File: src/rtl/mc_pkg.sv
// Shared definitions for the multicycle control FSM: state encoding, opcode/funct
// constants and the ALUControl, ALUSrcB and PCSrc codes.
package mc_pkg;

  typedef enum logic [3:0] {
    S_FETCH   = 4'd0,
    S_DECODE  = 4'd1,
    S_MEMADR  = 4'd2,
    S_MEMRD   = 4'd3,
    S_MEMWB   = 4'd4,
    S_MEMWR   = 4'd5,
    S_RTYPEEX = 4'd6,
    S_ALUWB   = 4'd7,
    S_BEQ     = 4'd8,
    S_ADDIEX  = 4'd9,
    S_ADDIWB  = 4'd10,
    S_JUMP    = 4'd11
  } state_t;

  localparam logic [5:0] OP_RTYPE = 6'b000000;
  localparam logic [5:0] OP_LW    = 6'b100011;
  localparam logic [5:0] OP_SW    = 6'b101011;
  localparam logic [5:0] OP_BEQ   = 6'b000100;
  localparam logic [5:0] OP_ADDI  = 6'b001000;
  localparam logic [5:0] OP_J     = 6'b000010;

  localparam logic [5:0] FN_ADD = 6'b100000;
  localparam logic [5:0] FN_SUB = 6'b100010;
  localparam logic [5:0] FN_AND = 6'b100100;
  localparam logic [5:0] FN_OR  = 6'b100101;
  localparam logic [5:0] FN_SLT = 6'b101010;

  typedef enum logic [2:0] {
    ALU_AND = 3'b000,
    ALU_OR  = 3'b001,
    ALU_ADD = 3'b010,
    ALU_SUB = 3'b110,
    ALU_SLT = 3'b111
  } alu_ctl_t;

  // ALUOP_NONE is used by states that do not drive the ALU; it yields code 000.
  typedef enum logic [1:0] {
    ALUOP_ADD   = 2'b00,
    ALUOP_SUB   = 2'b01,
    ALUOP_FUNCT = 2'b10,
    ALUOP_NONE  = 2'b11
  } alu_op_t;

  typedef enum logic [1:0] {
    SRCB_RD2    = 2'b00,
    SRCB_FOUR   = 2'b01,
    SRCB_IMM    = 2'b10,
    SRCB_IMM_SH = 2'b11
  } srcb_t;

  typedef enum logic [1:0] {
    PC_ALU_RESULT = 2'b00,
    PC_ALU_OUT    = 2'b01,
    PC_JUMP       = 2'b10
  } pcsrc_t;

endpackage

File: src/rtl/mc_alu_decoder.sv
// ALU decoder: maps ALUOp and the R-type Funct field to ALUControl and flags
// unsupported Funct codes while an R-type is executing.
module mc_alu_decoder
  import mc_pkg::*;
(
  input  logic [5:0] funct,
  input  alu_op_t    alu_op,
  output alu_ctl_t   alu_control,
  output logic       illegal
);

  always_comb begin
    alu_control = ALU_AND;
    illegal     = 1'b0;
    case (alu_op)
      ALUOP_ADD: alu_control = ALU_ADD;
      ALUOP_SUB: alu_control = ALU_SUB;
      ALUOP_FUNCT: begin
        case (funct)
          FN_ADD:  alu_control = ALU_ADD;
          FN_SUB:  alu_control = ALU_SUB;
          FN_AND:  alu_control = ALU_AND;
          FN_OR:   alu_control = ALU_OR;
          FN_SLT:  alu_control = ALU_SLT;
          default: illegal = 1'b1;
        endcase
      end
      default: alu_control = ALU_AND;
    endcase
  end

endmodule

File: src/rtl/mc_control_fsm.sv
// Multicycle MIPS-subset control FSM with a unified memory handshake.
// Define MC_CTRL_PERF_EN to add the CycleCnt/InstrCnt performance counters.
module mc_control_fsm
  import mc_pkg::*;
#(
  parameter int CNT_W = 32
)
(
  input  logic             CLK,
  input  logic             reset,
  input  logic [5:0]       Op,
  input  logic [5:0]       Funct,
  input  logic             Zero,
  input  logic             MemReady,
  output logic             MemReq,
  output logic             MemWrite,
  output logic             IorD,
  output logic             IRWrite,
  output logic             RegDst,
  output logic             MemtoReg,
  output logic             RegWrite,
  output logic             ALUSrcA,
  output logic [1:0]       ALUSrcB,
  output logic [2:0]       ALUControl,
  output logic [1:0]       PCSrc,
  output logic             PCEn,
  output logic             Illegal,
`ifdef MC_CTRL_PERF_EN
  output logic [CNT_W-1:0] CycleCnt,
  output logic [CNT_W-1:0] InstrCnt,
`endif
  output logic [3:0]       State
);

  state_t   state, state_next;
  alu_op_t  alu_op;
  alu_ctl_t alu_ctl;
  srcb_t    src_b;
  pcsrc_t   pc_src;
  logic     funct_illegal, op_illegal;
  logic     mem_req, mem_write, iord, ir_write, reg_dst, mem_to_reg, reg_write;
  logic     src_a, pc_en;

  always_ff @(posedge CLK or negedge reset) begin
    if (!reset) state <= S_FETCH;
    // NOTE: non-blocking so every flop samples pre-edge values regardless of block order.
    else        state <= state_next;
  end

  // Kept apart from the main decode so the decoder's illegal flag does not feed back.
  always_comb begin
    case (state)
      S_FETCH, S_DECODE, S_MEMADR, S_ADDIEX: alu_op = ALUOP_ADD;
      S_BEQ:                                 alu_op = ALUOP_SUB;
      S_RTYPEEX:                             alu_op = ALUOP_FUNCT;
      default:                               alu_op = ALUOP_NONE;
    endcase
  end

  mc_alu_decoder u_alu_decoder (
    .funct       (Funct),
    .alu_op      (alu_op),
    .alu_control (alu_ctl),
    .illegal     (funct_illegal)
  );

  always_comb begin
    // NOTE: every signal gets a default first so no path through the case infers a latch.
    state_next = state;
    mem_req    = 1'b0;
    mem_write  = 1'b0;
    iord       = 1'b0;
    ir_write   = 1'b0;
    reg_dst    = 1'b0;
    mem_to_reg = 1'b0;
    reg_write  = 1'b0;
    src_a      = 1'b0;
    src_b      = SRCB_RD2;
    pc_src     = PC_ALU_RESULT;
    pc_en      = 1'b0;
    op_illegal = 1'b0;
    case (state)
      S_FETCH: begin
        mem_req = 1'b1;
        src_b   = SRCB_FOUR;
        if (MemReady) begin
          ir_write   = 1'b1;
          pc_en      = 1'b1;
          state_next = S_DECODE;
        end
      end
      S_DECODE: begin
        src_b = SRCB_IMM_SH;
        case (Op)
          OP_LW, OP_SW: state_next = S_MEMADR;
          OP_RTYPE:     state_next = S_RTYPEEX;
          OP_BEQ:       state_next = S_BEQ;
          OP_ADDI:      state_next = S_ADDIEX;
          OP_J:         state_next = S_JUMP;
          default: begin
            op_illegal = 1'b1;
            state_next = S_FETCH;
          end
        endcase
      end
      S_MEMADR: begin
        src_a      = 1'b1;
        src_b      = SRCB_IMM;
        state_next = (Op == OP_LW) ? S_MEMRD : S_MEMWR;
      end
      S_MEMRD: begin
        mem_req = 1'b1;
        iord    = 1'b1;
        if (MemReady) state_next = S_MEMWB;
      end
      S_MEMWR: begin
        mem_req   = 1'b1;
        mem_write = 1'b1;
        iord      = 1'b1;
        if (MemReady) state_next = S_FETCH;
      end
      S_MEMWB: begin
        mem_to_reg = 1'b1;
        reg_write  = 1'b1;
        state_next = S_FETCH;
      end
      S_RTYPEEX: begin
        src_a      = 1'b1;
        state_next = funct_illegal ? S_FETCH : S_ALUWB;
      end
      S_ALUWB: begin
        reg_dst    = 1'b1;
        reg_write  = 1'b1;
        state_next = S_FETCH;
      end
      S_BEQ: begin
        src_a      = 1'b1;
        pc_src     = PC_ALU_OUT;
        pc_en      = Zero;
        state_next = S_FETCH;
      end
      S_ADDIEX: begin
        src_a      = 1'b1;
        src_b      = SRCB_IMM;
        state_next = S_ADDIWB;
      end
      S_ADDIWB: begin
        reg_write  = 1'b1;
        state_next = S_FETCH;
      end
      S_JUMP: begin
        pc_src     = PC_JUMP;
        pc_en      = 1'b1;
        state_next = S_FETCH;
      end
      default: state_next = S_FETCH;
    endcase
  end

  // Reset gates every control so the FETCH request is withdrawn while reset is low.
  assign MemReq     = reset & mem_req;
  assign MemWrite   = reset & mem_write;
  assign IorD       = reset & iord;
  assign IRWrite    = reset & ir_write;
  assign RegDst     = reset & reg_dst;
  assign MemtoReg   = reset & mem_to_reg;
  assign RegWrite   = reset & reg_write;
  assign ALUSrcA    = reset & src_a;
  assign ALUSrcB    = reset ? src_b : SRCB_RD2;
  assign ALUControl = reset ? alu_ctl : ALU_AND;
  assign PCSrc      = reset ? pc_src : PC_ALU_RESULT;
  assign PCEn       = reset & pc_en;
  assign Illegal    = reset & (op_illegal | funct_illegal);
  assign State      = state;

`ifdef MC_CTRL_PERF_EN
  logic [CNT_W-1:0] cycle_cnt, instr_cnt;

  // Illegal aborts also return to FETCH but do not retire an instruction.
  always_ff @(posedge CLK or negedge reset) begin
    if (!reset) begin
      cycle_cnt <= '0;
      instr_cnt <= '0;
    end else begin
      cycle_cnt <= cycle_cnt + CNT_W'(1);
      if (state != S_FETCH && state_next == S_FETCH && !Illegal)
        instr_cnt <= instr_cnt + CNT_W'(1);
    end
  end

  assign CycleCnt = cycle_cnt;
  assign InstrCnt = instr_cnt;
`endif

endmodule
File: config.mk
export PLATFORM = sky130hd
export DESIGN_NAME = mc_control_fsm
export DESIGN_NICKNAME = d
export VERILOG_FILES = /design/src/rtl/mc_pkg.sv /design/src/rtl/mc_alu_decoder.sv /design/src/rtl/mc_control_fsm.sv
export SDC_FILE = /design/constraint.sdc
export NUM_CORES = 1
export LEC_CHECK = 0
export ABC_AREA = 1
export CAP_MARGIN = 20
export CELL_PAD_IN_SITES_DETAIL_PLACEMENT = 1
export CELL_PAD_IN_SITES_GLOBAL_PLACEMENT = 1
export CORE_MARGIN = 5
export CORE_UTILIZATION = 25
export DETAILED_ROUTE_END_ITERATION = 8
export HOLD_SLACK_MARGIN = 0.03
export PLACE_DENSITY_LB_ADDON = 0.2
export SLEW_MARGIN = 15
export SYNTH_ARGS = -nofsm -noshare
export SYNTH_HDL_FRONTEND = slang
export SYNTH_HIERARCHICAL = 1
export SYNTH_SLANG_ARGS = --single-unit
File: constraint.sdc
create_clock -name CLK -period 2.2 [get_ports CLK]
set_clock_uncertainty 0.05 [all_clocks]
set_input_delay 0.22 -clock CLK [delete_from_list [all_inputs] [get_ports CLK]]
set_output_delay 0.22 -clock CLK [all_outputs]
set_load 0.01 [all_outputs]
=== Word level (Yosys, flattened, before mapping) ===
Cells that the tools add are included.

* Memory bits (writable): 0
* Logic and storage cells: 80
* Output and inout bits: 21
* Memories: 0
* Input port bits: 16
* Latch bits: 0
* Bits in registers: 4
* Bits in read-only memories: 0

* Reductions and logical operators: 13
* Mux-type cells: 29
* Shift operators: 0
* Equality and inequality tests: 26
* Add/sub/neg operators: 0
* Div/mod/pow operators: 0
* Bitwise logic cells: 11
* $lt $le $gt $ge: 0
* Multiply operators: 0

{| class="wikitable"
|+ Operators by type and width
! kind !! count
|-
| $eq 6x6->1 const B || 7
|-
| $pmux 4 s7 || 1
|-
| $pmux 4 s5 || 1
|-
| $eq 4x3->1 const B || 4
|-
| $eq 4x4->1 const B || 4
|-
| $mux 1 || 13
|-
| $mux 4 || 3
|-
| $pmux 2 s3 || 2
|-
| $pmux 3 s4 || 1
|-
| $and 1x1->1 || 10
|-
| $mux 3 || 3
|-
| $pmux 3 s3 || 1
|-
| $eq 4x2->1 const B || 2
|-
| $reduce_or 4->1 || 2
|-
| $eq 6x2->1 const B || 1
|-
| $eq 6x3->1 const B || 1
|-
| $eq 6x4->1 const B || 1
|-
| $logic_not 6->1 || 1
|-
| $ne 2x2->1 const B || 3
|-
| $reduce_or 2->1 || 3
|-
| $reduce_or 3->1 || 2
|-
| $reduce_or 6->1 || 1
|-
| $reduce_or 5->1 || 1
|-
| $eq 4x1->1 const B || 1
|-
| 9 further kinds || 10
|}

=== Depth between registers and ports, before layout ===
Gate-level depths: netlist (run 1).

* Word-level depth: 7
* Mapped depth: 18
* Mapped depth without buffers: 18

=== Hierarchy ===
Netlist (run 1), hierarchy kept.

{| class="wikitable"
|+ By module, submodules not included
! module !! times used !! area each (sq um) !! seq. area each (sq um) !! cells each
|-
| mc_control_fsm || 1 || 613.1 || 100.1 || 117
|-
| mc_alu_decoder || 1 || 138.9 || 0.0 || 27
|}

=== Worst setup path before layout (run 1) ===
OpenSTA, ideal clock, no wires.

* Path type: register -> register
* Start: register state[3] (netlist: State[3])
* End: register state[2] (netlist: State[2])
* Library setup time: 0.118 ns
* Data required time: 2.032 ns
* Stages on the path, launching flop included: 19
* Arrival: 1.795 ns
* Period minus slack after synthesis: 1.963 ns
* Setup slack: 0.237 ns
* Buffers on the path: 0
* Path through: dfrtp_1 -> inv_1 -> nor2_1 -> nand2_2 -> inv_1 -> nor3_2 -> nand2_1 -> nand2_1 -> inv_1 -> nor2_1 -> nand3_1 -> nor2_1 -> inv_1 -> nand2_2 -> nand2_1 -> inv_1 -> nand3_2 -> nand2_1 -> nand2_1

* Word-level cells in the longest chain between the ends: 7
* Elaborated cells between the ends (all ways): 18
* Those cells by class: eq/ne (11); mux (4); reduce/logical (3)

{| class="wikitable"
|+ RTL lines
! what !! line !! RTL
|-
| start, declared || mc_control_fsm.sv:35 || <nowiki>state_t state, state_next;</nowiki>
|-
| start signal, assigned || mc_control_fsm.sv:47 || <nowiki>else state <= state_next;</nowiki>
|-
| $eq 4x1->1, or another cell as far along || mc_control_fsm.sv:52 || <nowiki>case (state)</nowiki>
|-
| $reduce_or 4->1 || mc_control_fsm.sv:52 ||
|-
| $pmux 2 s3 (*) || mc_control_fsm.sv:52 ||
|-
| via alu_op[1] || mc_control_fsm.sv:36 || <nowiki>alu_op_t alu_op;</nowiki>
|-
| $eq 2x2->1 (*) || mc_alu_decoder.sv:15 || <nowiki>case (alu_op)</nowiki>
|-
| $mux 1 (*) || mc_alu_decoder.sv:15 ||
|-
| via funct_illegal || mc_control_fsm.sv:40 || <nowiki>logic funct_illegal, op_illegal;</nowiki>
|-
| $mux 3 (*) || mc_control_fsm.sv:129 || <nowiki>state_next = funct_illegal ? S_FETCH : S_ALUWB;</nowiki>
|-
| $pmux 4 s7 (*) || mc_control_fsm.sv:82 || <nowiki>case (state)</nowiki>
|}

Mark *: on every way through the listed nets, which the timed path passes. The rest lies on a longest branch.
A chain may end at the register's enable or synchronous reset.

=== Final worst setup path (run 1) ===
* Start: register state[0] (netlist: State[0])
* End: output port ALUControl[2]

* Word-level cells in the longest chain between the ends: 6
* Elaborated cells between the ends (all ways): 13
* Those cells by class: eq/ne (7); mux (3); reduce/logical (3)

{| class="wikitable"
|+ RTL lines
! what !! line !! RTL
|-
| $eq 4x1->1, or another cell as far along || mc_control_fsm.sv:52 ||
|-
| $reduce_or 4->1 || mc_control_fsm.sv:52 ||
|-
| $pmux 2 s3 (*) || mc_control_fsm.sv:52 ||
|-
| via alu_op[1] || mc_control_fsm.sv:36 ||
|-
| $eq 2x2->1, or another cell as far along || mc_alu_decoder.sv:15 ||
|-
| $pmux 3 s3 (*) || mc_alu_decoder.sv:15 ||
|-
| via alu_ctl[2] || mc_control_fsm.sv:37 || <nowiki>alu_ctl_t alu_ctl;</nowiki>
|-
| $mux 3 (*) || mc_control_fsm.sv:170 || <nowiki>assign ALUControl = reset ? alu_ctl : ALU_AND;</nowiki>
|-
| end, declared || mc_control_fsm.sv:24 || <nowiki>output logic [2:0] ALUControl,</nowiki>
|}

Marks and branches as above.

==> results of run 1 <==
[metal layers]
metal	routed length, um	part of all wire, %
met5	0	0
met4	77	2.3
met3	151	4.5
met2	1800	54
met1	1300	39
[final timing paths]
| kind | start | end | slack, ps |
|---|---|---|---|
| max | State[0] | ALUControl[2] | -110 |
| min | reset | State[2] | 250 |
| max reg2reg | State[0] | State[2] | 80 |
| min reg2reg | State[1] | State[3] | 720 |
| max in group asynchronous | reset | State[1] | 1700 |
| min in group CLK | MemReady | State[2] | 680 |
[power by group]
| part | switching, uW | internal [uW] | total [uW] |
|---|---|---|---|
| registers | 28.7 | 94.1 | 123 |
| clock network | 32.4 | 61.1 | 93.5 |
| logic | 408 | 440 | 847 |
[metrics by stage]
stage          total power [uW]  utilization, %  hold WS [ps]  worst slack (ps)
6_report                   1060            48.9           248              -113
5_1_grt                    1160            48.9           258              -258
4_1_cts                     972            46.0           235              -115
3_5_place_dp                825            44.2           495              -271
3_3_place_gp                812            44.2           491              -179
2_1_floorplan               441               -          -126               237
[cells by family after synthesis]
kind of cell | synth area share, %
DFF | 13.3
AOI/OAI and AO/OA | 7.82
and+or+nand+nor | 63.4
buffers and inverters | 15.5
[area by class of cell]
class / count / area [um2]
timing repair buffer: 68 / 603
multi-input combinational: 109 / 572
inverter: 30 / 115
sequential: 4 / 103
fill: 406 / 1520
clock buffer: 3 / 22.5
tap: 33 / 41.3
[critical path, delay by kind of cell, from the launching register on]
kind | cells | cell delay (ps)
AOI/OAI and AO/OA | 2 | 150
buffers and inverters | 5 | 400
DFF | 1 | 440
and+or+nand+nor | 8 | 820
[cells in the mapped netlist, types with 2 or more instances]
cell,n
nand2_2,4
nor2_1,26
a31oi_1,3
nand4_1,2
a21oi_1,2
dfrtp_1,4
nand3_2,3
nand2_1,39
o21ai_0,2
inv_1,29
nand3_1,18
nor2_2,2
nor2_4,3
[repair_timing]
item | CTS | global route
hold buffers | 0 | 0
pin swaps | 0 | 8
buffers inserted | 4 | 6
gates resized for setup | 21 | 23
endpoints found under the setup margin | 7 | 14
==> summary.md, run 1 <==
Among all stages on the critical path, the largest delay is contributed by dfrtp_2. Counting every net in the synthesized netlist gives 160. The checks that failed: setup timing. The yosys synthesis warning count is 6.

The clock latency of the later-clocked register in the worst-skew pair was 240 ps; the number of nets in the final layout was 232. The max-slew violation count is 0. Summed over all layers, the routed wires come to 3320 um. In this run the worst path has a maximum fanout of 4. Dividing the final minimum period by the clock period gives 105%. Setup repair after global routing could not meet its margin everywhere. The finished layout holds 247 standard cells, fillers aside. The number of flops mapped to enable cells by yosys is 0, and the number of buffers added by the clock tree synthesis step is 3.

Using the TritonRoute via totals, the vias-per-cell ratio works out to 4.70. The run gives 5200 um as the first-pass GRT wire length. Dividing the synthesized area by the synthesized cell count gives 5.22 um2. The register with the most flip-flops in the layout has 4 of them.

The area enclosed by the die boundary is 4200 um2, and the share of synthesized registers carrying an async set or reset is 100%. The routed length per placed instance works out to 13.5 um. The flow ran to the end, but the final reports show violations. The maximum single-stage delay on the critical path came out at 440 ps. For the arrival time of the worst setup path, the log shows 2040 ps. The tightest min-delay check is of the in2async type. For the via count of the first global-routing pass, the log shows 1185. In this run the cell area measured after placement is 1320 um2.

Global routing finished with a remaining overflow of 0. The run gives 432 MHz as the peak clock frequency supported by timing. The most used flip-flop cell after synthesis is dfrtp_1. TritonCTS built the clock tree. The run gives 2.25% as the fraction of met3 tracks used by global routing.

The initial antenna violation count was 0; the sink count of the clock tree was 4. Data required time at the worst endpoint: 1930 ps. Setup total negative slack on the finished layout was measured at -211 ps. Most used routing layer in global routing: met2. The layout overhead on the synthesized area was 93.7%; the effective utilization at floorplan was 25.3%.

Worst max-slew margin expressed relative to the limit: 74.8%. Global routing consumed, on the met1 layer, 17.0% of the routing resources. For the fraction of met2 tracks used by global routing, the log shows 30.0%. The largest area contributor in the synthesized netlist was nand2_1. The share of post-route cells with drive strength above 1 was 33.2%. STA classifies the critical path startpoint as a register. The slack of the critical path came out at -113 ps.

The run gives 144 as the synthesized instance count. The quantity of I/O buffers inserted on ports was 36. Kind of critical path: reg2out. The tools report the number of cells after detailed placement as 234. In this run, distinct cell masters in the synthesized netlist total 20.

VDD sags by at most 0.460 mV. The diode insertion count for antenna repair is 0, and the count of final hold-check violations is 0. The worst path needs 2310 ps of the cycle, external delays included. Routability-driven placement finished with a final weighted congestion of 0.780. The max-cap violation count is 0, and the count of routing violations after the opening detailed-route iteration is 19. Overall via count from detail_route: 1162.

In the post-synthesis netlist, the biggest area contributors are nand2_1 19%, inv_1 14%, dfrtp_1 13%. The endpoint class of the critical path is an output port. The tools report the static leakage power as 0.000909 uW. The logic depth of the worst register-to-register path was 18. The floorplan step set the die height to 64.8 um.

The power density relative to cell area was 730 nW/um2. The clock transition at the registers of the reported paths works out to 40 ps. The critical path goes through inv_4, nor2_4, nand2_2, o21ai_2, nor3_2, nand2_1, nand2_2, inv_2, nor2_4, buf_6, nand4_1, o21ai_1, nand2_1, inv_1, buf_2. The floorplan has 20 rows. The floorplan step defined a core boundary enclosing 2980 um2. Summing all non-filler instances in the final layout gives an area of 1460 um2. In the layout the commonest cells are 36 x nand2_1, 31 x buf_4, 25 x inv_1, 23 x clkdlybuf4s50_1, 22 x nor2_1. In the routed design, unresolved DRC markers number 0. The pre-antenna-repair detailed-routing pass consisted of 2 iterations. Of the post-synthesis cell area, the dominant cell type holds 19.5%.

The most common library cell in the layout ignoring fill and taps is nand2_1. The root buffer cell was clkbuf_4. The die is 64.8 um wide. For this design the top-level I/O count stands at 37.

The wire-length estimate of the detail-placed layout is 2590 um. The register bit count reported by yosys was 4; the global-route usage over all layers was 15.7%. The logs give 0 for the post-route antenna net violation count and 14 for the maximum number of pins on one net before global-route repair.

The logs give 2 for the final count of negative-setup-slack endpoints and 2 for the maximum buffer depth of the clock tree. The level count of the clock H-tree is 1, and the worst-margin pin slew is 378 ps. After synthesis, flip-flops and latches occupy 13.3% of the total area. The cell area that synthesis handed to floorplanning was 752 um2.
Power figures use the tool's default switching activity.
==> inputs of run 2 (changes only) <==
- ABC_CLOCK_PERIOD_IN_PS: not set -> 2200
- CELL_PAD_IN_SITES_DETAIL_PLACEMENT: 1 -> not set
- CELL_PAD_IN_SITES_GLOBAL_PLACEMENT: 1 -> not set
- CORE_UTILIZATION: 25 -> 40
==> summary.md, run 2 (synthesis results as in run 1) <==
The run finished, with violations left. Violated checks: setup timing (unchanged). The logs give 0 (unchanged) for the initial antenna violation count and 42.6% (was 25.3%) for the effective utilization at floorplan.

Setup repair after global routing could not meet its margin everywhere. The via-per-instance ratio was 4.86 (was 4.70); the max-cap violation count was 0 (unchanged). TritonCTS built the clock tree. The flip-flop count of the largest register after layout came out at 4 (unchanged). Share of post-route cells with drive strength above 1: 31.4% (was 33.2%). The routed length per placed instance is 12.3 um (was 13.5 um), and the area enclosed by the die boundary is 2850 um2 (was 4200 um2). The reg2reg setup slack came out at 60 ps (was 80 ps). The horizontal die dimension was 53.4 um (was 64.8 um). The logic depth of the worst register-to-register path was 20 (was 18). For the peak clock frequency supported by timing, the log shows 454 MHz (was 432 MHz).

For the number of cells after detailed placement, the log shows 224 (was 234). The tools report the non-filler instance count after layout as 232 (was 247). The diode insertion count for antenna repair is 0 (unchanged), and the clock latency of the later-clocked register in the worst-skew pair is 230 ps (was 240 ps). The core outline area is 1760 um2 (was 2980 um2), and the worst-margin pin slew is 369 ps (was 378 ps). The setup TNS after final layout was -0.917 ps (was -211 ps); the arrival time of the worst setup path was 1930 ps (was 2040 ps). Class of the most critical hold timing path: in2async (unchanged). The kind of start point of the critical path is a register (unchanged).

For the count of final hold-check violations, the log shows 0 (unchanged). The count of routing violations after the opening detailed-route iteration was 27 (was 19). The launch instance of the worst register-to-register path is State[3] (was State[0]). The routed wire length is 2860 um (was 3320 um), and the quantity of I/O buffers inserted on ports is 36 (unchanged). Post-route antenna net violation count: 0 (unchanged). Power density relative to cell area: 729 nW/um2 (was 730 nW/um2). Commonest non-fill, non-tap cells in the layout: 35 x nand2_1, 27 x clkdlybuf4s50_1, 24 x inv_1, 23 x buf_4, 22 x nor2_1 (was 36 x nand2_1, 31 x buf_4, 25 x inv_1, 23 x clkdlybuf4s50_1, 22 x nor2_1). The maximum number of pins on one net before global-route repair is 14 (unchanged).

The tools report the slack of the critical path as -0.917 ps (was -113 ps). The layout overhead on the synthesized area is 87.9% (was 93.7%). Max-slew violation count: 0 (unchanged). The share of the core filled with cells came out at 80.1% (was 48.9%). The die height is 53.4 um (was 64.8 um). The tools report the worst reg2reg path endpoint as State[2] (unchanged). The tools report the endpoint class of the critical path as an output port (unchanged).

The most common library cell in the layout ignoring fill and taps is nand2_1 (unchanged). For the global-route usage over all layers, the log shows 20.0% (was 15.7%). The logs give 1 (was 2) for the final count of negative-setup-slack endpoints and 3 (unchanged) for the number of buffers added by the clock tree synthesis step. The maximum net fanout on the critical path was 3 (was 4); the worst max-slew margin expressed relative to the limit was 75.4% (was 74.8%). The minimum clock period works out to 2200 ps (was 2310 ps). The via count of the first global-routing pass was 1072 (was 1185).

The tools report the maximum buffer depth of the clock tree as 2 (unchanged). The logs give 37 (unchanged) for the top-level port count and 2150 um (was 2590 um) for the detailed placement HPWL. The data required time at the worst endpoint is 1930 ps (about the same). Clock transition at the registers of the reported paths: 40 ps (about the same).

The total overflow reported by the global router was 0 (unchanged); the number of nets in the final layout was 225 (was 232). The count of fill cells added during filler insertion was 127 (was 406); the first-pass iteration count of the detailed router was 4 (was 2). The tools report the row count as 15 (was 20).

The first-pass GRT wire length is 4330 um (was 5200 um), and the final clock period utilization by the worst path is 100% (was 105%). Overall via count from detail_route: 1127 (was 1162). The run gives 0.000838 uW (was 0.000909 uW) as the static leakage power. The kind of critical path is reg2out (unchanged). The root buffer cell is clkbuf_4 (unchanged). The post-detailed-route DRC marker count was 0 (unchanged). The tools report the routability congestion estimate as 0.811 (was 0.780). The tools report the level count of the clock H-tree as 1 (unchanged). The largest voltage drop on the vdd net was 0.481 mV (was 0.460 mV); the sink count of the clock tree was 4 (unchanged).
==> run 2: changes by cell type in the layout (fill, tap and decap cells not counted), sizes merged <==
cell / before / now
clkdlybuf4s50: 23 / 27
buf: 35 / 28
dlygate4sd2: 1 / 0
dlymetal6s2s: 8 / 5
==> run 2: through the flow <==
step | hold WS [ps] | total power, uW | setup slack (ps) | area, um2
6_report | 247 | 1030 | -0.917 | 1410
5_1_grt | 258 | 1110 | -174 | 1410
4_1_cts | 243 | 959 | -77.8 | 1340
3_5_place_dp | 486 | 809 | -249 | 1290
3_3_place_gp | 485 | 789 | -117 | 1290
2_1_floorplan | -126 | 441 | 237 | 752
==> run 2: repair_timing <==
action / CTS / global route
pin swaps: 10 / 9
hold buffers: 0 / 0
resized for setup: 20 / 25
endpoints found under the setup margin: 6 / 12
cloned: 0 / 0
setup buffers: 5 / 0
==> run 2: worst max path at each step <==
stage | slack (ps) | from | cells after the start | end
final | -0.9 | State[3] | 14 | Illegal
after floorplan | 240 | State[3] | 18 | State[2]
after CTS | -80 | State[3] | 14 | Illegal
after global routing | -170 | State[3] | 14 | Illegal
after detailed placement | -250 | State[0] | 14 | Illegal
after global placement | -120 | State[1] | 13 | Illegal
==> run 2: power by group <==
group,internal (uW),switching (uW)
combinational,407,417
sequential,93.1,21.9
clock,60.9,28.9
==> run 2: layout make-up <==
class | instances | area, um2 | area share, %
clock buffers | 3 | 22.5 | 1.59
inverters | 30 | 113 | 7.97
multi-input cells | 109 | 589 | 41.7
flip-flops and latches | 4 | 103 | 7.26
well taps | 25 | 31.3 | 2.21
repair buffers | 61 | 554 | 39.2
==> run 2: worst max-delay path: stages (launching register included) <==
cell and delay [ps]:
dfrtp_1 380, inv_2 90, nor2_4 50, nand2_2 80, inv_2 50, nor3_4 220
nand2_2 110, nand2_2 90, inv_2 50, nor2_4 110, nand3_2 80, nor2_2 100
nor2_1 60, nor2_1 90, buf_2 140
==> run 2: layer usage <==
layer | vias to the layer above | share of wire (%) | track usage, %
li1 | 573 | - | -
met1 | 517 | 40 | 22.8
met2 | 31 | 55 | 38.0
met3 | 6 | 4.2 | 2.82
met4 | 0 | 1.0 | 5.11
met5 | - | 0 | 0
==> inputs of run 3 (changes only) <==
- ABC_CLOCK_PERIOD_IN_PS: 2200 -> not set
- PLACE_DENSITY: not set -> 0.9
- PLACE_DENSITY_LB_ADDON: 0.2 -> not set
==> summary.md, run 3 (synthesis results as in run 1) <==
Share of post-route cells with drive strength above 1: 31.7% (was 31.4%). The layout overhead on the synthesized area was 88.4% (was 87.9%). The maximum net fanout on the critical path is 3 (unchanged), and the diode insertion count for antenna repair is 0 (unchanged). The buffers plus inverters on the worst setup path came out at 4 (unchanged). The multi-input combinational cell area is 584 um2 (was 589 um2). The share of the core filled with cells came out at 80.3% (was 80.1%).

The effective utilization at floorplan is 42.6% (unchanged), and the logic depth of the worst register-to-register path is 20 (unchanged). The tools report the overall via count from detail_route as 1194 (was 1127). For the arrival time of the worst setup path, the log shows 2000 ps (was 1930 ps). The number of nets in the final layout is 226 (was 225). The worst-margin pin slew is 358 ps (was 369 ps), and the core outline area is 1760 um2 (unchanged). The quantity of I/O buffers inserted on ports is 36 (unchanged), and the first-pass iteration count of the detailed router is 4 (unchanged). The logs give 1930 ps (about the same) for the data required time at the worst endpoint and 4 (was 1) for the final count of negative-setup-slack endpoints. The count of fill cells added during filler insertion is 129 (was 127). Commonest non-fill, non-tap cells in the layout: 36 x nand2_1, 25 x inv_1, 24 x clkdlybuf4s50_1, 23 x buf_4, 21 x nor2_1 (was 35 x nand2_1, 27 x clkdlybuf4s50_1, 24 x inv_1, 23 x buf_4, 22 x nor2_1). The global-route usage over all layers was 22.4% (was 20.0%); the total overflow reported by the global router was 0 (unchanged). The static leakage power is 0.000841 uW (was 0.000838 uW). The most common library cell in the layout ignoring fill and taps was nand2_1 (unchanged).

The cell area reported after detailed placement was 1270 um2 (was 1290 um2). The kind of critical path is reg2out (unchanged). The tools report the post-route antenna net violation count as 0 (unchanged). The tools report the endpoint class of the critical path as an output port (unchanged). For the summed area of non-filler cells in the final layout, the log shows 1420 um2 (was 1410 um2). The tools report the kind of start point of the critical path as a register (unchanged). The logs give 240 ps (was 230 ps) for the clock latency of the later-clocked register in the worst-skew pair and 76.1% (was 75.4%) for the worst max-slew margin expressed relative to the limit. The via count of the first global-routing pass was 1148 (was 1072); the maximum buffer depth of the clock tree was 2 (unchanged). The total area of sequential cells is 103 um2 (unchanged), and the post-detailed-route DRC marker count is 0 (unchanged). The power density relative to cell area was 727 nW/um2 (was 729 nW/um2). Hold buffer count at cts: 0 (unchanged). The row count was 15 (unchanged). The run gives 0 (unchanged) as the max-slew violation count. The class of the most critical hold timing path was in2async (unchanged).

The minimum clock period was 2270 ps (was 2200 ps). The tools report the detailed placement HPWL as 2270 um (was 2150 um). Largest voltage drop on the vdd net: 0.669 mV (was 0.481 mV). The maximum single-stage delay on the critical path was 390 ps (was 380 ps); the maximum number of pins on one net before global-route repair was 14 (unchanged). The die height is 53.4 um (unchanged). The horizontal die dimension came out at 53.4 um (unchanged). The routed length per placed instance works out to 13.8 um (was 12.3 um). The clock transition at the registers of the reported paths was 40 ps (about the same). The flip-flop count of the largest register after layout is 4 (unchanged). The initial antenna violation count was 0 (unchanged); the area enclosed by the die boundary was 2850 um2 (unchanged). The reg2reg setup slack was 20 ps (was 60 ps). The routability congestion estimate was 0.853 (was 0.811); the count of final hold-check violations was 0 (unchanged). The tools report the slack of the critical path as -74.7 ps (was -0.917 ps). The via-per-instance ratio is 5.12 (was 4.86).

Violated checks: setup timing (unchanged). The max-cap violation count was 0 (unchanged); the routed wire length was 3220 um (was 2860 um). The run finished, with violations left. The family of cells with the greatest summed delay on the critical path is simple AND/OR/NAND/NOR gates (unchanged).

The peak clock frequency supported by timing was 440 MHz (was 454 MHz). Launch instance of the worst register-to-register path: State[3] (unchanged). The tools report the total power after layout as 1030 uW (about the same).

Worst reg2reg path endpoint: State[2] (unchanged). The tools report the root buffer cell as clkbuf_4 (unchanged). The run gives 37 (unchanged) as the top-level port count.

For the number of buffers added by the clock tree synthesis step, the log shows 3 (unchanged). The worst-path cell with the longest stage delay is dfrtp_1 (unchanged). Setup repair after global routing could not meet its margin everywhere.

The logs give 1 (unchanged) for the level count of the clock H-tree and 33 (was 27) for the count of routing violations after the opening detailed-route iteration. CP cell instances: inv_2, nor2_4, nand2_2, inv_2, nor3_2, nand2_1, nand2_1, inv_1, nor2_2, nand3_2, nor2_4, nor2_2, nor2_1, buf_2 (was inv_2, nor2_4, nand2_2, inv_2, nor3_4, nand2_2, nand2_2, inv_2, nor2_4, nand3_2, nor2_2, nor2_1, nor2_1, buf_2). First-pass GRT wire length: 4620 um (was 4330 um). Sink count of the clock tree: 4 (unchanged). TritonCTS built the clock tree.

Final clock period utilization by the worst path: 103% (was 100%).
[run 3: cell count changes in the layout (fill, tap and decap cells not counted), sizes merged]
cell           delta
clkdlybuf4s50     -3
dlygate4sd2       +6
dlymetal6s2s      -2
buf               +1
clkbuf            -1
[run 3: how the worst max path moves through the flow]
| stage | cells past startpoint | start | to |
|---|---|---|---|
| 5_1_grt | 15 | State[3] | ALUControl[2] |
| 4_1_cts | 21 | State[3] | State[2] |
| 3_3_place_gp | 14 | State[3] | Illegal |
| 2_1_floorplan | 18 | State[3] | State[2] |
| 6_report | 14 | State[3] | Illegal |
| 3_5_place_dp | 14 | State[3] | Illegal |
[run 3: repair_timing]
action	in CTS	in global routing
setup endpoints to repair	7	11
resized for setup	24	21
pin swaps	3	14
buffers inserted	6	5
[run 3: per-stage QoR]
| stage | setup TNS, ps | instances | worst slack (ps) | hold slack (ps) |
|---|---|---|---|---|
| 2_1_floorplan | 0 | 144 | 237 | -126 |
| 3_3_place_gp | -265 | 221 | -133 | 486 |
| 3_5_place_dp | -763 | 221 | -315 | 493 |
| 4_1_cts | -427 | 230 | -130 | 246 |
| 5_1_grt | -882 | 233 | -189 | 267 |
| 6_report | -212 | 233 | -74.7 | 249 |
[run 3: where the power goes]
part	switching [uW]	total [uW]	leakage [uW]	internal, uW
combinational	422	820	0.000777	398
sequential	23.3	116	0.0000503	93.1
clock	31.9	93.0	0.0000138	61.1
total	477	1030	0.000841	552
[run 3: worst register-to-register path, delay by kind of cell, from the launching register on]
kind / cells / cell delay, ps
AND/OR/NAND/NOR: 13 / 1120
buffers and inverters: 7 / 480
flip-flops: 1 / 390
[run 3: cell type report]
class / count / area share [%]
clock buffers: 3 / 1.59
flip-flops and latches: 4 / 7.24
multi-input cells: 109 / 41.3
repair buffers: 62 / 39.6
inverters: 30 / 8.13
well taps: 25 / 2.21
[run 3: per-layer routing]
metal / track usage [%] / routed length (um) / vias up
met5: 0 / 0 / -
met3: 2.82 / 217 / 18
met2: 42.7 / 1700 / 72
met4: 11.5 / 136 / 0
met1: 23.2 / 1160 / 530
li1: - / - / 574
==> variant (config.mk and constraints of run 3) <==
The option `MC_CTRL_PERF_EN` is turned on by a define.
--- a/src/rtl/mc_control_fsm.sv
+++ b/src/rtl/mc_control_fsm.sv
@@ -2,2 +2,4 @@
 // Define MC_CTRL_PERF_EN to add the CycleCnt/InstrCnt performance counters.
+`define MC_CTRL_PERF_EN
+
 module mc_control_fsm
Function (old outputs only; new: CycleCnt and InstrCnt): kept (Yosys induction, for registers that start in step).
==> variant against run 3 <==
  * The run still ends with negative setup slack left
  * Synthesized area grew to 6.0 times the old value
  * Clock power grew to 18 times the old value
  * Fmax shrank 13%
  * Design area grew to 4.6 times the old value
  * Worst setup slack lost 340 ps
  * Routed wire length grew to 4.2 times the old value
  * Combinational power grew 79%
  * Die area grew to 4.7 times the old value
  * Critical path depth grew 5
  * Power grew to 4.4 times the old value
  * Cell count grew to 4.0 times the old value
  * Sequential power grew to 12 times the old value
  * Sequential cell count grew 64
  * Critical endpoint is now InstrCnt[28]
  * Largest cell class unchanged
  * Largest power group is now the clock network
  * Highest routed layer unchanged
==> variant: results (changes against run 3) <==
Plain + repair buffers 152 (+150%); count of buffers from port buffering 100 (+180%); largest net degree at the start of global routing 35 (+21); top cells by count, synth nand2_1 (206), nor2_1 (95), dfrtp_1 (68); Detailed Place HPWL 9540 um (+320%); vias per inst 5.16 (+0.71%); Clock buf/inv share 5.37% (+3.8 points); Setup violations, final 36 (+32); site row count 38 (+23); Hold Path Class reg2reg; Post-CTS Resized 45 (+88%); buffer share of cell area 22.5% (-17 points); synth top area cells dfrtp_1 (38%), nand2_1 (17%), xor2_1 (8.0%); Vias 4784 (+300%); syn_nets 650 (+310%); crit-path max cell delay 440 ps (+50 ps); routed length on met2 6740 um (+300%); count of multi-input gates 481 (+340%); clk sink count 68 (+64); failing checks negative setup slack; multi-input logic portion of the cell area 39.2% (-2.1 points); CP max stage cell dfrtp_2; adder-cell share of the synthesized area 0.557% (+0.56 points); first-pass GRT wire length 21900 um (+370%); static leakage 3.10 nW (+270%); CP arrival 2790 ps (+790 ps); Max Fanout on Critical Path 8 (+5); Inserted Clock Buffers 9 (+6); Comb pwr share 32.5% (-47 points); sequential cell area share 26.2% (+19 points); setup TNS -13100 ps (-12890 ps); All-Layer GR Usage 20.0% (-2.3 points); switch share 31.1% (-15 points); Filler cells 928 (+620%); fin util 59.7% (-21 points); inverters 70 (+130%); met3 GRT Util 4.13% (+1.3 points); layout net count 800 (+250%); clock-pin slew on the worst setup and hold paths 60 ps (+20 ps); share of cells above drive strength 1 17.2% (-15 points); H-tree levels 3 (+2); synth unique cells 31 (+55%); GR Layer Usage met1 25.7% (+2.5 points); placed insts 895 (+300%); dpl ws -387 ps (-72.5 ps); compound-cell area share of the yosys netlist 1.62% (-6.2 points); final setup margin -419 ps (-344 ps); post-synthesis sequential area ratio 37.9% (+25 points); GPL Wtd Cong 0.966 (+13%); drt total wl 13500 um (+320%); outcome finished, violations left; Initial DRT Pass Iterations 5 (+1)
==> variant: changes by cell type in the layout (fill, tap and decap cells not counted), sizes merged, moves of 26 or more <==
cell           change
nand2            +167
nor2              +74
dfrtp             +64
clkdlybuf4s50     +59
xor2              +41
inv               +39
nand4             +38
buf               +26
==> variant: worst paths after layout <==
path                           endpoint         start  slack (ps)  cells past startpoint
max                        InstrCnt[28]      State[3]        -420                     19
min                        CycleCnt[13]  CycleCnt[13]         460                      1
max reg2reg                InstrCnt[28]      State[3]        -420                     19
min reg2reg                CycleCnt[13]  CycleCnt[13]         460                      1
max in group asynchronous      State[3]         reset        1220                      3
min in group asynchronous   CycleCnt[8]         reset         540                      3
==> variant: power by group through the flow <==
stage / sequential (mW) / combinational (mW) / clock [mW]
CTS: 1.37 / 1.26 / 1.70
global route: 1.38 / 1.58 / 1.76
global placement: 1.39 / 1.15 / 0
finish: 1.37 / 1.47 / 1.68
detailed placement: 1.39 / 1.16 / 0
floorplan: 1.41 / 0.657 / 0
